**src/rtl/otter_hazard_ctrl.sv**
```systemverilog
// Hazard controller for the 5-stage OTTER: shadow scoreboard, stall/flush/bubble control, forwarding selects.
// Build option: define OTTER_HAZARD_FWD_EN for operand forwarding; otherwise RAW hazards stall until the writer retires.
module otter_hazard_ctrl #(
  parameter int CNT_W = 16
) (
  input  logic             CLK,
  input  logic             RESET,
  input  logic             DE_VALID,
  input  logic [4:0]       DE_RS1_ADDR,
  input  logic [4:0]       DE_RS2_ADDR,
  input  logic             DE_RS1_USED,
  input  logic             DE_RS2_USED,
  input  logic [4:0]       DE_RD_ADDR,
  input  logic             DE_REG_WRITE,
  input  logic             DE_MEM_READ,
  input  logic             EX_REDIRECT,
  output logic             PC_WRITE,
  output logic             IF_DE_WRITE,
  output logic             IF_DE_FLUSH,
  output logic             DE_EX_BUBBLE,
  output logic [1:0]       FWD_A_SEL,
  output logic [1:0]       FWD_B_SEL,
  output logic [CNT_W-1:0] STALL_CNT,
  output logic [CNT_W-1:0] FLUSH_CNT,
  output logic             DBG_FLUSH_PEND
);

  typedef enum logic {ST_RUN = 1'b0, ST_FLUSH = 1'b1} state_t;

  localparam logic [CNT_W-1:0] CNT_ONE = {{(CNT_W-1){1'b0}}, 1'b1};
  localparam logic [CNT_W-1:0] CNT_MAX = {CNT_W{1'b1}};

  state_t state, state_nxt;

  // Shadow stages; only ex needs memRead, since load-use is detected one stage behind DE.
  logic       ex_v, mem_v, wb_v;
  logic [4:0] ex_rd, mem_rd, wb_rd;
  logic       ex_rw, mem_rw, wb_rw;
  logic       ex_mr;

  logic ex_wr, mem_wr, wb_wr;
  logic rs1_ex, rs1_mem, rs1_wb;
  logic rs2_ex, rs2_mem, rs2_wb;
  logic load_use, hazard, redirect, stall;

  assign ex_wr  = ex_v  & ex_rw  & (ex_rd  != 5'd0);
  assign mem_wr = mem_v & mem_rw & (mem_rd != 5'd0);
  assign wb_wr  = wb_v  & wb_rw  & (wb_rd  != 5'd0);

  assign rs1_ex  = DE_RS1_USED & ex_wr  & (DE_RS1_ADDR == ex_rd);
  assign rs1_mem = DE_RS1_USED & mem_wr & (DE_RS1_ADDR == mem_rd);
  assign rs1_wb  = DE_RS1_USED & wb_wr  & (DE_RS1_ADDR == wb_rd);
  assign rs2_ex  = DE_RS2_USED & ex_wr  & (DE_RS2_ADDR == ex_rd);
  assign rs2_mem = DE_RS2_USED & mem_wr & (DE_RS2_ADDR == mem_rd);
  assign rs2_wb  = DE_RS2_USED & wb_wr  & (DE_RS2_ADDR == wb_rd);

  assign load_use = DE_VALID & ex_mr & (rs1_ex | rs2_ex);

`ifdef OTTER_HAZARD_FWD_EN
  assign hazard = load_use;
`else
  assign hazard = load_use |
                  (DE_VALID & (rs1_ex | rs1_mem | rs1_wb | rs2_ex | rs2_mem | rs2_wb));
`endif

  // The second flush cycle kills the wrong-path word already fetched from synchronous imem.
  assign redirect = EX_REDIRECT | (state == ST_FLUSH);
  assign stall    = RESET & hazard & ~redirect;

  assign DBG_FLUSH_PEND = (state == ST_FLUSH);

  always_ff @(posedge CLK) begin
    if (!RESET) state <= ST_RUN;
    else        state <= state_nxt;
  end

  always_comb begin
    state_nxt = ST_RUN;
    if (EX_REDIRECT) state_nxt = ST_FLUSH;
  end

  // Enables are level signals: a register stage advances on any clock where its enable is high.
  always_comb begin
    PC_WRITE     = 1'b1;
    IF_DE_WRITE  = 1'b1;
    IF_DE_FLUSH  = 1'b0;
    DE_EX_BUBBLE = 1'b0;
    if (!RESET) begin
      IF_DE_FLUSH  = 1'b1;
      DE_EX_BUBBLE = 1'b1;
    end else if (redirect) begin
      IF_DE_FLUSH  = 1'b1;
      DE_EX_BUBBLE = 1'b1;
    end else if (hazard) begin
      PC_WRITE     = 1'b0;
      IF_DE_WRITE  = 1'b0;
      DE_EX_BUBBLE = 1'b1;
    end
  end

  always_ff @(posedge CLK) begin
    if (!RESET) begin
      ex_v   <= 1'b0;
      mem_v  <= 1'b0;
      wb_v   <= 1'b0;
      ex_rd  <= 5'd0;
      mem_rd <= 5'd0;
      wb_rd  <= 5'd0;
      ex_rw  <= 1'b0;
      mem_rw <= 1'b0;
      wb_rw  <= 1'b0;
      ex_mr  <= 1'b0;
    end else begin
      wb_v   <= mem_v;
      wb_rd  <= mem_rd;
      wb_rw  <= mem_rw;
      mem_v  <= ex_v;
      mem_rd <= ex_rd;
      mem_rw <= ex_rw;
      ex_v   <= DE_VALID & ~DE_EX_BUBBLE;
      ex_rd  <= DE_RD_ADDR;
      ex_rw  <= DE_REG_WRITE;
      ex_mr  <= DE_MEM_READ;
    end
  end

`ifdef OTTER_HAZARD_FWD_EN
  function automatic logic [1:0] fwd_code(input logic hit_ex, input logic hit_mem,
                                          input logic hit_wb);
    if (hit_ex)  return 2'b01;
    if (hit_mem) return 2'b10;
    if (hit_wb)  return 2'b11;
    return 2'b00;
  endfunction

  logic [1:0] sel_a_nxt, sel_b_nxt;

  always_comb begin
    sel_a_nxt = 2'b00;
    sel_b_nxt = 2'b00;
    if (DE_VALID && !DE_EX_BUBBLE) begin
      sel_a_nxt = fwd_code(rs1_ex, rs1_mem, rs1_wb);
      sel_b_nxt = fwd_code(rs2_ex, rs2_mem, rs2_wb);
    end
  end

  always_ff @(posedge CLK) begin
    if (!RESET) begin
      FWD_A_SEL <= 2'b00;
      FWD_B_SEL <= 2'b00;
    end else begin
      FWD_A_SEL <= sel_a_nxt;
      FWD_B_SEL <= sel_b_nxt;
    end
  end
`else
  assign FWD_A_SEL = 2'b00;
  assign FWD_B_SEL = 2'b00;
`endif

  always_ff @(posedge CLK) begin
    if (!RESET) begin
      STALL_CNT <= '0;
      FLUSH_CNT <= '0;
    end else begin
      if (stall && STALL_CNT != CNT_MAX)       STALL_CNT <= STALL_CNT + CNT_ONE;
      if (EX_REDIRECT && FLUSH_CNT != CNT_MAX) FLUSH_CNT <= FLUSH_CNT + CNT_ONE;
    end
  end

endmodule

```
**config.mk**
```make
export PLATFORM = sky130hd
export DESIGN_NAME = otter_hazard_ctrl
export DESIGN_NICKNAME = d
export VERILOG_FILES = /design/src/rtl/otter_hazard_ctrl.sv
export SDC_FILE = /design/constraint.sdc
export NUM_CORES = 1
export LEC_CHECK = 0
export ABC_AREA = 0
export BUFFER_PORTS_ARGS = -buffer_cell sky130_fd_sc_hd__buf_2
export CELL_PAD_IN_SITES_DETAIL_PLACEMENT = 1
export CELL_PAD_IN_SITES_GLOBAL_PLACEMENT = 2
export CORE_ASPECT_RATIO = 1.75
export CORE_MARGIN = 1
export CORE_UTILIZATION = 36
export CTS_BUF_LIST = sky130_fd_sc_hd__clkbuf_8
export DETAILED_ROUTE_END_ITERATION = 12
export GPL_ROUTABILITY_DRIVEN = 0
export GPL_TIMING_DRIVEN = 1
export HOLD_SLACK_MARGIN = 0.06
export PLACE_DENSITY = 0.95
export SLEW_MARGIN = 0
export SYNTH_ARGS = -nofsm -noshare
export SYNTH_HDL_FRONTEND = slang
export SYNTH_SLANG_ARGS = --single-unit
```
**constraint.sdc**
```tcl
create_clock -name CLK -period 5.4 [get_ports CLK]
set_input_delay 0.54 -clock CLK [delete_from_list [all_inputs] [get_ports CLK]]
set_output_delay 0.54 -clock CLK [all_outputs]
set_load 0.005 [all_outputs]
```
# Word-level counts from Yosys, hierarchy flattened
# Cells that the tools add are included.
# Widths: inputs -> output; s select.
[op_classes]
add_sub_neg = 2
mul = 0
div_mod_pow = 0
n_lt_le_gt_ge = 0
n_eq_ne = 8
shifts = 0
muxes = 9
bitwise_logic = 34
reduce_logical = 5
[ops]
columns = ["cell", "count"]
rows = [
  ["$add 16x1->16 const B", 2],
  ["$ne 16x16->1 const B", 2],
  ["$eq 5x5->1", 6],
  ["$and 1x1->1", 24],
  ["$reduce_bool 5->1", 3],
  ["$mux 1", 9],
  ["$or 1x1->1", 8],
  ["$logic_and 1x1->1", 2],
  ["$not 1->1", 2],
]
[word_totals]
ff_bits = 55
latchBits = 0
ram_bits = 0
romBits = 0
input_bits = 23
elab_cells = 71
mem_count = 0

# Logic depth before layout (Yosys ltp)
# Gate-level depths: netlist (run 1).
[depth]
ltp_word = 16
ltp_mapped = 10
mapped_depth_nobuf = 8

# Least setup slack after synthesis (run 1)
# OpenSTA, ideal clock, no wires.
[synth_timing]
path_type = "input to output"
from = "input port DE_RS1_ADDR[2]"
to = "output port PC_WRITE"
arrival_time_ns = 1.917
required_ns = 4.860
slack_ns = 2.943
stages = 7
n_path_buf = 1
cell_sequence = "xor2_1 > nor4_1 > nand3_1 > a21o_1 > a31oi_1 > inv_1 > buf_4"
[synth_via]
elab_chain_cells = 12
elab_cells_between_ends = 18
[synth_rtl]
columns = ["element", "line", "text"]
rows = [
  ["start: declaration", "9", "input logic [4:0] DE_RS1_ADDR,"],
  ["$eq 5x5->1, on equally long branches", "50, 51", ""],
  ["$and 1x1->1, on equally long branches", "50, 51", ""],
  ["$or 1x1->1 (5 in series)", "63", "(DE_VALID & (rs1_ex | rs1_mem | rs1_wb | rs2_ex | rs2_mem | rs2_wb));"],
  ["$and 1x1->1", "63", ""],
  ["$or 1x1->1 (*)", "62", "assign hazard = load_use |"],
  ["$mux 1 (*) (3 in series)", "--", ""],
  ["end: declaration", "17", "output logic PC_WRITE,"],
]
# Every way passes the cells marked *; elsewhere a longest branch is shown, timed or not.

# Worst setup path after layout (run 1)
[layout_timing]
from = "input port RESET"
to = "output port IF_DE_WRITE"
[layout_via]
elab_chain_cells = 1
[layout_rtl]
columns = ["element", "line", "text"]
rows = [
  ["start: declaration", "7", "input logic RESET,"],
  ["$mux 1", "88", "if (!RESET) begin"],
  ["end: declaration", "18", "output logic IF_DE_WRITE,"],
]
# No other way between the ends.

==> flow_summary.ini, run 1 <==
[outcome]
status = completed

[sta]
hold_viol = 0
tns_ns = 0
post-route-period-util = 0.6158
rsz0062_at_grt = false
setup_viol = 0
slew_headroom = 0.6054
fmax_ghz = 0.3007
drv_slew = 0
tightest_slew_ns = 0.5892
clock_skew_ns = 0.008555
min_period_ns = 3.325

[route]
drtIter0Drc = 62
wl_per_cell_um = 14.67
routed_wl_um = 6380
vias = 2242
via_per_inst = 5.154
ant_nets = 0
dr.pass1.iters = 3
drc_errors = 0

[logic_synthesis]
synth.yosys.warnings = 0
ys_top_cells_by_area = dfxtp_1, xor2_1, and2_1, xnor2_1, a21oi_1
syn_inst = 293
synth_seq_cells = 54
synth_cell_type_count = 45
synth_top_area_share = 0.4030
synth.avg_cell_area_um2 = 9.156
ys_async_sr_fraction = 0
synth_edf_count = 0
ys_seq_area_frac = 0.4030
synth_common_cells = dfxtp_1, xor2_1, and2_1
synth_area_um2 = 2683
synth_largest_area_cell = dfxtp_1
ys.flop_type = dfxtp_1
synth_most_common_cell = dfxtp_1

[worst_setup_path]
worstPathRequired_ns = 4.86
path_max_fanout = 31
r2r_start = STALL_CNT[0]
r2r_cells = 8
end_kind = output port
cp-start-kind = input port
regToRegSetupSlack_ns = 2.94
crit_type = input port to output port
timing.rr.end = STALL_CNT[10]
critPathArrivalTime_ns = 2.79

[clocking]
cts_resized = 0
clockRootBuffer = clkbuf_8
cts_sinks = 54
cts.htree.levels = 2
insertion_delay_ns = 0.31
clk_pin_slew_ns = 0.10
clockBufferDepth = 2
post-cts-setup-buffers = 0
cts_tree = done
postCtsHoldBufs = 0
cts_buffers = 5

[floorplanning]
rows = 41
dieHeight_um = 116.2
coreArea_um2 = 7233
fp.dieW_um = 67.26
io_pins = 64
start_util = 0.3709
die_area_um2 = 7815

[global_route]
grt_pass1_vias = 2324
track_usage = 0.1785
grt_max_degree = 32
grt_pass1_wl_um = 10580
grt_use_met2 = 0.3507
grt.met3_usage = 0.02344
overflow = 0
grt.busiest_layer = met2
use_met1 = 0.1743
antenna_found_initial = 0

[finish]
multiInputGateArea_um2 = 1488
nFillCells = 885
drive_above_1_share = 0.2464
diodes = 0
seq_area_um2 = 1081
fin_nets = 373
syn2layout_area_growth_pct = 15.95

[flow_run]
maxCapViolations = 0

[worst_hold_path]
holdPathEnd = ex_rd[4]
min_from = DE_RD_ADDR[4]
hold_class = input port to flop
min_path_cells = 2

[pwr]
ir_worst_vdd_mv = 0.1421
powerDensity_nw_per_um2 = 238.3
total_power_uw = 741.2
power.leakage_nw = 1.338

[place]
dpl.hpwl_um = 4945
io_buffers = 58
-- cell type report --
type | count | share of cell area
multi-input cells | 221 | 0.4783
flip-flops and latches | 54 | 0.3475
repair buffers | 58 | 0.09332
well taps | 86 | 0.03459
clock buffers | 5 | 0.02212
clock inverters | 3 | 0.01448
inverters | 8 | 0.009654
-- report_power, final --
part | internal (mW) | switching, mW | total [mW]
clock network | 0.138 | 0.136 | 0.274
logic | 0.0237 | 0.0291 | 0.0528
registers | 0.406 | 0.00840 | 0.414
total | 0.568 | 0.174 | 0.741
-- worst max-delay path: stages --
cell,delay (ns)
buf_2,0.35
inv_2,0.33
nor3_1,0.57
nand2_1,0.19
a31oi_1,0.49
inv_1,0.14
buf_2,0.16
-- flip-flops by register name (all words and copies together), names as in the netlist --
name	flops
DBG_FLUSH_PEND	1
mem_rd	5
mem_rw	1
wb_rd	5
ex_rd	5
wb_rw	1
ex_rw	1
STALL_CNT	16
FLUSH_CNT	16
ex_v	1
mem_v	1
wb_v	1
-- metal layers --
metal / vias to the layer above / wire length [µm]
li1: 1103 / -
met1: 1085 / 2414
met2: 45 / 3637
met3: 9 / 174
met4: 0 / 155
met5: - / 0
-- cell usage in the layout (no fill, tap or decap), types with 2 or more instances in the layout --
cell type and count:
nand4_1 6, xnor2_1 13, inv_1 7, o211ai_1 3, a31o_2 3, and3_4 2
a31oi_1 2, nand2_1 20, buf_2 58, a21o_1 4, or3_1 3, or4_1 3
nand3b_1 5, clkinvlp_4 2, a21oi_1 15, o21ai_0 3, nor2_1 17, nand2b_1 4
and2_1 24, nand3_1 15, dfxtp_1 54, ha_1 2, nor4_1 6, nand3_2 2
mux2i_1 5, clkbuf_8 5, conb_1 4, nor3_1 5, xor2_1 30, a21bo_2 5
and3_1 8
-- cell families after synthesis --
family,synth area share
and+or+nand+nor,0.2803
muxes,0.01866
DFF,0.4030
AOI/OAI and AO/OA,0.1003
xor gates and xnor gates,0.1404
other,0.001398
adders and majority gates,0.009327
buffers and inverters,0.04664
-- per-stage QoR --
stage	setup slack, ns	cell area (µm²)	hold WS [ns]	cells	utilization
finish	2.075	3110	0.4295	435	0.4300
CTS	2.002	3110	0.4177	435	0.4300
global placement	2.135	2997	0.4477	427	0.4143
global route	1.831	3110	0.4215	435	0.4300
detailed placement	2.082	2997	0.4496	427	0.4143
floorplan	2.943	2694	0.4352	296	-
-- worst max-delay path by stage --
stage	start	end	slack, ns	depth (start not counted)
global route	RESET	IF_DE_WRITE	1.83	7
finish	RESET	IF_DE_WRITE	2.07	7
CTS	RESET	IF_DE_WRITE	2.00	7
floorplan	DE_RS1_ADDR[2]	PC_WRITE	2.94	7
global placement	RESET	PC_WRITE	2.14	7
detailed placement	RESET	IF_DE_WRITE	2.08	7
Power figures use the tool's default switching activity.
==> run 2: changes to the inputs <==
--- a/config.mk
+++ b/config.mk
@@ -11,13 +11,13 @@
 export CELL_PAD_IN_SITES_GLOBAL_PLACEMENT = 2
 export CORE_ASPECT_RATIO = 1.75
 export CORE_MARGIN = 1
-export CORE_UTILIZATION = 36
+export CORE_UTILIZATION = 33
 export CTS_BUF_LIST = sky130_fd_sc_hd__clkbuf_8
 export DETAILED_ROUTE_END_ITERATION = 12
 export GPL_ROUTABILITY_DRIVEN = 0
 export GPL_TIMING_DRIVEN = 1
 export HOLD_SLACK_MARGIN = 0.06
-export PLACE_DENSITY = 0.95
+export PLACE_DENSITY = 0.89
 export SLEW_MARGIN = 0
 export SYNTH_ARGS = -nofsm -noshare
 export SYNTH_HDL_FRONTEND = slang
==> constraint.sdc (replaced) <==
create_clock -name CLK -period 3.1 [get_ports CLK]
set_input_delay 0.31 -clock CLK [delete_from_list [all_inputs] [get_ports CLK]]
set_output_delay 0.31 -clock CLK [all_outputs]
set_load 0.005 [all_outputs]
==> flow_summary.ini, run 2 (synthesis gave the netlist of run 1 again) <==
[pwr]
ir_worst_vdd_mv = 0.1571
total_power_mw = 1.225
powerDensity_nw_per_um2 = 393.2
power.leakage_nw = 1.355

[finish]
instances_no_fill = 442
design_area_um2 = 3115
fin_nets = 376
layout_commonest_cell = buf_2
post-route-util = 0.3939
drive_above_1_share = 0.2500
diodes = 0
reg_top3 = FLUSH_CNT (16), STALL_CNT (16)
final_cell_mix = buf_2, dfxtp_1, xor2_1, and2_1, nand2_1
syn2layout_area_growth_pct = 16.14

[worst_setup_path]
r2r_cells = 8
timing.rr.end = STALL_CNT[10]
crit_type = flop to flop
path_max_fanout = 18
critPathArrivalTime_ns = 2.66
end_kind = flop
worstPathRequired_ns = 3.30
regToRegSetupSlack_ns = 0.65
r2r_start = STALL_CNT[0]
worstSetupEndpoint = STALL_CNT[10]
cp-start-kind = flop
startpoint = STALL_CNT[0]

[place]
dpl.hpwl_um = 5283
io_buffers = 58
pre_cts_slack_ns = 0.6324
placed_area_um2 = 3024
place_inst = 434

[clocking]
cts_resized = 0
insertion_delay_ns = 0.31
cts_buffers = 5
post-cts-setup-buffers = 0
clockBufferDepth = 2
cts.htree.levels = 2
clockRootBuffer = clkbuf_8
cts_sinks = 54
cts_tree = done
postCtsHoldBufs = 0
clk_pin_slew_ns = 0.10

[route]
ant_nets = 0
drc_errors = 0
via_per_inst = 5.109
routed_wl_um = 6772
wl_per_cell_um = 15.32
drtIter0Drc = 73
dr.pass1.iters = 4
vias = 2258

[sta]
finalWorstSetupSlack_ns = 0.6458
hold_viol = 0
holdWs_ns = 0.2014
clock_skew_ns = 0.008762
fmax_ghz = 0.4075
post-route-period-util = 0.7917
slew_headroom = 0.6254
setup_viol = 0
tightest_slew_ns = 0.5619
rsz0062_at_grt = false
drv_slew = 0
tns_ns = 0
min_period_ns = 2.454

[global_route]
antenna_found_initial = 0
overflow = 0
grt_pass1_vias = 2321
track_usage = 0.1649
grt_max_degree = 31
grt_pass1_wl_um = 10900

[floorplanning]
die_area_um2 = 8508
io_pins = 64
dieHeight_um = 121.3
rows = 43
fp.dieW_um = 70.16
start_util = 0.3392
coreArea_um2 = 7909

[outcome]
status = completed

[worst_hold_path]
hold_class = input port to flop

[flow_run]
maxCapViolations = 0
==> run 2: cell types whose count changed in the layout (fill, tap and decap cells not counted) <==
cell	delta
buf_4	+3
clkinvlp_4	-2
bufinv_16	-1
clkbuf_8	+1
clkinv_2	+1
inv_1	+1
==> run 2: critical path, cell delays in order (launching register included) <==
cell and delay [ns]:
dfxtp_1 0.37, ha_1 0.24, and3_4 0.19, and3_1 0.26, and3_4 0.21, a31o_2 0.26, a31oi_4 0.47, nand4_1 0.20
mux2i_1 0.15
==> run 2: routing by layer <==
metal	part of all wire	wire, µm	up-vias	GRT usage
met5	0	0	-	0
met4	0.030	204	0	0.08750
met3	0.033	221	9	0.02326
met2	0.58	3927	48	0.3287
met1	0.36	2418	1094	0.1572
li1	-	-	1107	-
==> run 2: worst min path at each step <==
stage / to / cells after the start / startpoint
after detailed placement: wb_rw / 1 / mem_rw
after global placement: wb_v / 1 / mem_v
after global routing: ex_rd[2] / 2 / DE_RD_ADDR[2]
after CTS: ex_rd[2] / 2 / DE_RD_ADDR[2]
after floorplan: mem_v / 1 / ex_v
final: ex_rd[2] / 2 / DE_RD_ADDR[2]
==> run 2: area by class of cell <==
class	count	area, µm²
multi-input combinational	221	1488
clock buffer	6	82.58
timing repair buffer	61	312.8
inverter	8	30.03
sequential	54	1081
clock inverter	2	8.758
fill	961	4793
tap	90	112.6
==> run 2: where the power goes <==
| group | leakage [nW] | switching, mW | internal (mW) |
|---|---|---|---|
| combinational | 0.864 | 0.0525 | 0.0431 |
| clock | 0.0524 | 0.230 | 0.178 |
| sequential | 0.439 | 0.0146 | 0.707 |
| total | 1.35 | 0.297 | 0.928 |
